--- src/rtl/game_pkg.sv ---
// Shared definitions for the falling-block game: board geometry, the line-clear
// sequencer state encoding and the line-count to score mapping.
package game_pkg;

    localparam int unsigned ROWS = 20;
    localparam int unsigned COLS = 10;
    localparam int unsigned SCORE_W = 12;

    typedef enum logic [2:0] {
        StIdle = 3'd0,
        StRead = 3'd1,
        StEval = 3'd2,
        StFill = 3'd3,
        StDone = 3'd4
    } state_e;

    // Anything beyond a four-line clear earns the four-line award.
    function automatic logic [SCORE_W-1:0] score_for(input int unsigned n);
        logic [SCORE_W-1:0] s;
        case (n)
            0:       s = 12'd0;
            1:       s = 12'd100;
            2:       s = 12'd300;
            3:       s = 12'd500;
            default: s = 12'd800;
        endcase
        return s;
    endfunction

endpackage

--- src/rtl/row_clear_seq.sv ---
// Line-clear sequencer: compacts the board RAM bottom-to-top in one pass, dropping
// full rows, copying kept rows down and zero-filling the vacated top rows.
module row_clear_seq #(
    parameter int unsigned ROWS = game_pkg::ROWS,
    parameter int unsigned COLS = game_pkg::COLS,
    parameter int unsigned AW   = 5
) (
    input  logic                         clk,
    input  logic                         clr,
    input  logic                         start,
    output logic                         busy,
    output logic                         done,
    output logic [$clog2(ROWS+1)-1:0]    lines,
    output logic [11:0]                  score_add,
    output logic                         mem_req,
    input  logic                         mem_gnt,
    output logic [AW-1:0]                mem_addr,
    output logic                         mem_rd,
    output logic                         mem_we,
    output logic [COLS-1:0]              mem_wdata,
    input  logic [COLS-1:0]              mem_rdata
);

    import game_pkg::state_e;
    import game_pkg::StIdle;
    import game_pkg::StRead;
    import game_pkg::StEval;
    import game_pkg::StFill;
    import game_pkg::StDone;
    import game_pkg::score_for;

    localparam int unsigned LW = $clog2(ROWS + 1);
    localparam logic [AW-1:0] LastRow = AW'(ROWS - 1);

    state_e          state_q;
    logic [AW-1:0]   src_q;
    logic [AW-1:0]   dst_q;
    logic [AW-1:0]   cnt_q;
    logic [COLS-1:0] row_q;
    logic            rvld_q;
    logic            busy_q;
    logic            done_q;
    logic [LW-1:0]   lines_q;
    logic [11:0]     score_q;

    logic [COLS-1:0] row_w;
    logic            row_full;
    logic            copy_w;
    logic            eval_adv;

    // RAM data is only valid in the first EVAL cycle; a stalled write replays row_q.
    assign row_w    = rvld_q ? mem_rdata : row_q;
    assign row_full = &row_w;
    assign copy_w   = (state_q == StEval) && !row_full && (dst_q != src_q);
    assign eval_adv = !copy_w || mem_gnt;

    always_comb begin
        mem_req   = 1'b0;
        mem_rd    = 1'b0;
        mem_we    = 1'b0;
        mem_addr  = dst_q;
        mem_wdata = '0;
        unique case (state_q)
            StRead: begin
                mem_req  = 1'b1;
                mem_rd   = 1'b1;
                mem_addr = src_q;
            end
            StEval: begin
                if (copy_w) begin
                    mem_req   = 1'b1;
                    mem_we    = 1'b1;
                    mem_wdata = row_w;
                end
            end
            StFill: begin
                mem_req = 1'b1;
                mem_we  = 1'b1;
            end
            default: ;
        endcase
    end

    always_ff @(posedge clk or posedge clr) begin
        if (clr) begin
            state_q <= StIdle;
            src_q   <= '0;
            dst_q   <= '0;
            cnt_q   <= '0;
            row_q   <= '0;
            rvld_q  <= 1'b0;
            busy_q  <= 1'b0;
            done_q  <= 1'b0;
            lines_q <= '0;
            score_q <= '0;
        end else begin
            unique case (state_q)
                StIdle: begin
                    done_q <= 1'b0;
                    busy_q <= start;
                    if (start) begin
                        src_q   <= LastRow;
                        dst_q   <= LastRow;
                        cnt_q   <= '0;
                        state_q <= StRead;
                    end
                end
                StRead: begin
                    if (mem_gnt) begin
                        rvld_q  <= 1'b1;
                        state_q <= StEval;
                    end
                end
                StEval: begin
                    if (rvld_q) begin
                        row_q  <= mem_rdata;
                        rvld_q <= 1'b0;
                    end
                    if (eval_adv) begin
                        // With no full rows dst wraps below row 0 here, but is never used.
                        if (row_full) begin
                            cnt_q <= cnt_q + AW'(1);
                        end else begin
                            dst_q <= dst_q - AW'(1);
                        end
                        if (src_q != '0) begin
                            src_q   <= src_q - AW'(1);
                            state_q <= StRead;
                        end else if (row_full || (cnt_q != '0)) begin
                            state_q <= StFill;
                        end else begin
                            state_q <= StDone;
                        end
                    end
                end
                StFill: begin
                    if (mem_gnt) begin
                        if (dst_q == '0) begin
                            state_q <= StDone;
                        end else begin
                            dst_q <= dst_q - AW'(1);
                        end
                    end
                end
                StDone: begin
                    done_q  <= 1'b1;
                    lines_q <= LW'(cnt_q);
                    score_q <= score_for(32'(cnt_q));
                    state_q <= StIdle;
                end
                default: state_q <= StIdle;
            endcase
        end
    end

    assign busy      = busy_q;
    assign done      = done_q;
    assign lines     = lines_q;
    assign score_add = score_q;

endmodule

--- config.mk ---
export PLATFORM = sky130hd
export DESIGN_NAME = row_clear_seq
export DESIGN_NICKNAME = d
export VERILOG_FILES = /design/src/rtl/game_pkg.sv /design/src/rtl/row_clear_seq.sv
export SDC_FILE = /design/constraint.sdc
export NUM_CORES = 1
export LEC_CHECK = 0
export ABC_AREA = 1
export BUFFER_PORTS_ARGS = -buffer_cell sky130_fd_sc_hd__buf_2
export CAP_MARGIN = 10
export CORE_MARGIN = 1.5
export CORE_UTILIZATION = 49
export CTS_BUF_LIST = sky130_fd_sc_hd__clkbuf_4
export CTS_CLUSTER_DIAMETER = 60
export DETAILED_ROUTE_END_ITERATION = 10
export MAX_ROUTING_LAYER = met4
export PLACE_DENSITY = 0.69
export SLEW_MARGIN = 20
export SYNTH_ARGS = -nofsm -noshare
export SYNTH_HDL_FRONTEND = slang
export SYNTH_SLANG_ARGS = --single-unit
--- constraint.sdc ---
create_clock -name clk -period 1.8 [get_ports clk]
set_input_delay 0.18 -clock clk [delete_from_list [all_inputs] [get_ports clk]]
set_output_delay 0.18 -clock clk [all_outputs]
set_load 0.01 [all_outputs]
==> flow_metrics.py <==
metrics = {
    "worst_setup_path": {
        "path_buf_inv": 2,
        "max_stage_delay_ps": 500,
        "cp_max_fo": 7,
        "worst_setup_path_start_kind": "register",
        "path_delay_family": "simple AND/OR/NAND/NOR gates",
        "crit_required_ps": 1620,
        "crit_type": "register to primary output",
        "endpoint_kind": "primary output",
        "r2r_slack_ps": -70,
        "worst-path-stages": 9,
        "path_cells": "clkinv_4, nand2_1, nand2_1, nand2_2, nor2_4, nand3_4, nand3_4, nor2_2, buf_2",
        "cp.arrival_ps": 1820,
        "r2r_cells": 11,
        "r2r-start": "rvld_q",
        "slowest_stage": "dfrtp_2",
        "crit_start": "rvld_q",
    },
    "finish": {
        "synthToLayoutAreaGrowth_pct": 32.4,
        "final_area_sq_um": 3570,
        "layout.nets": 477,
        "drive_gt1_share_pct": 35.1,
        "final_core_util_pct": 68.5,
        "antenna_cells": 0,
        "fillers": 438,
    },
    "timing": {
        "min_period_ps": 2000,
        "rsz0062_at_grt": "true",
        "period_share_pct": 111,
        "setup_viol": 23,
        "finalHoldViolations": 0,
        "maxSlewViolCount": 0,
        "setup_tns_ps": -2440,
        "max_slew_margin_pct": 64.0,
        "worst_pin_slew_ps": 540,
        "fin_skew_ps": 8.94,
        "max_freq_mhz": 499,
        "fin_ws_ps": -204,
    },
    "route": {
        "dr.pass1.iters": 4,
        "finalWirelength_um": 6460,
        "drtIter0Drc": 97,
        "antenna_left": 0,
        "routed_via_density": 4.94,
        "wire_per_inst_um": 12.3,
        "vias": 2598,
        "drc_errors": 0,
    },
    "grt": {
        "grt_antenna_before_repair": 0,
        "track_usage_pct": 22.2,
        "grt_first_pass_wirelength_um": 10400,
        "globalRouteOverflowTotal": 0,
        "grt_pass1_vias": 2396,
        "grt_max_degree": 44,
    },
    "power": {
        "power_leakage_nw": 1.92,
        "peakVddDrop_mv": 1.20,
        "power.density_nw_per_um2": 1740,
        "p_total_mw": 6.19,
    },
    "clocking": {
        "max-clock-path-buffers": 2,
        "htree_num_levels": 2,
        "cts_tree": "yes",
        "insertion_delay_ps": 340,
        "cts_buffers": 5,
        "clk_pin_slew_ps": 120,
        "cts.sinks": 43,
        "cts_root_buf": "clkbuf_4",
    },
    "synthesis": {
        "yosysSeqAreaShare_pct": 40.0,
        "netlist_instances": 367,
        "synth_top_area_cell": "dfrtp_1",
        "synth.ff_latch_count": 43,
        "synthTopCellsByArea": "dfrtp_1 (40%), nand2_1 (17%), inv_1 (5.9%)",
        "synth_top_flop_cell": "dfrtp_1",
        "yosysUniqueCellTypes": 33,
        "synth_edf_count": 0,
        "synth.most_common_cell": "nand2_1",
        "syn_area_sq_um": 2690,
        "syn_avg_cell_area_sq_um": 7.34,
        "yosys.area.top_type_share_pct": 40.0,
        "async_flop_share_pct": 100,
        "synth_common_cells": "nand2_1 (122), dfrtp_1 (43), inv_1 (42), nor2_1 (39), nand3_1 (24)",
        "yosysWarnings": 0,
    },
    "hold_path": {
        "hold_class": "input port to register",
        "min_from": "mem_rdata[2]",
        "min_path_cells": 5,
    },
    "place": {
        "gp_congestion": 0.872,
        "numPortBuffers": 46,
        "post-place-ws_ps": -109,
        "dpl_cell_area_sq_um": 3130,
        "dp_hpwl_um": 4260,
    },
    "floorplan": {
        "start_util_pct": 51.7,
        "num_rows": 26,
        "dieWidth_um": 77.1,
        "core_sq_um": 5200,
        "die_h_um": 77.1,
        "die-area_sq_um": 5950,
        "ioPinCount": 51,
    },
    "status": {
        "status": "complete, but fails checks",
        "violations": "negative setup slack",
    },
    "flow_run": {
        "drv_cap": 0,
    },
}
where the power goes:
group / switching, mW / leakage [nW] / internal, mW
Combinational: 2.31 / 1.34 / 1.77
Sequential: 0.323 / 0.551 / 1.32
Clock: 0.299 / 0.0307 / 0.160
metal layers:
metal | share of wire, % | GRT usage (%) | up-vias
li1 | - | - | 1320
met1 | 44 | 26.9 | 1197
met2 | 50 | 38.2 | 72
met3 | 4.4 | 3.81 | 9
met4 | 1.4 | 6.00 | 0
met5 | 0 | - | -
worst min-delay path, stage by stage:
cell,delay [ps]
buf_2,100
nand2_2,60
nand2_2,50
inv_1,60
o21ai_0,80
kinds of logic after synthesis:
| family | count (synthesis) | share of synthesized area (%) |
|---|---|---|
| adder cells (fa/ha/maj) | 8 | 3.72 |
| other | 1 | 0.139 |
| flip-flops | 43 | 40.0 |
| buffers and inverters | 60 | 10.0 |
| XOR/XNOR | 8 | 2.60 |
| AO/OA/AOI/OAI | 33 | 6.92 |
| AND/OR/NAND/NOR | 214 | 36.6 |
worst paths after layout:
| kind | to |
|---|---|
| max | mem_wdata[5] |
| min | row_q[2] |
| max reg2reg | cnt_q[4] |
| min reg2reg | lines[2] |
| max in group asynchronous | rvld_q |
| min in group asynchronous | busy |
through the flow:
step	cells	hold slack (ps)
2_1_floorplan	370	436
3_3_place_gp	499	348
3_5_place_dp	499	353
4_1_cts	520	191
5_1_grt	526	253
6_report	526	224
sequential cells by signal, summed over array words and instances (netlist names), 3 cells and up:
register	count
row_q	10
score_add	7
src_q	5
state_q	3
lines	5
dst_q	5
cnt_q	5
cell usage in the layout, fill, tap and decap left out, types with 2 or more instances in the layout:
master	n
dfrtp_1	42
nand3_2	2
nor2_2	5
o21ai_1	3
nand3_4	4
o21ai_4	2
inv_2	4
clkinv_1	2
inv_1	40
nand2_2	26
xor2_1	5
buf_6	9
nor2_4	5
o21ai_0	17
buf_2	45
nand2_1	94
nand4_1	10
nand2_4	7
clkbuf_4	6
nand2_8	2
buf_4	37
nor2_1	34
a21oi_1	6
xnor2_1	3
nand3_1	22
conb_1	4
ha_1	8
layout make-up:
type	count	area (sq um)	area share, %
inverter	45	174	4.88
timing repair buffer	92	614	17.2
sequential	43	1080	30.2
tap	70	87.6	2.46
clock inverter	2	7.51	0.211
multi-input combinational	268	1560	43.8
clock buffer	6	45.0	1.26
what timing repair did:
| item | CTS | global route |
|---|---|---|
| hold buffers | 1 | 0 |
| pin swaps | 19 | 12 |
| buffers inserted | 10 | 5 |
| cloned | 2 | 1 |
| hold endpoints to repair | 43 | 0 |
| setup endpoints to repair | 20 | 35 |
| gates resized for setup | 34 | 37 |
(Power assumes the default switching activity.)
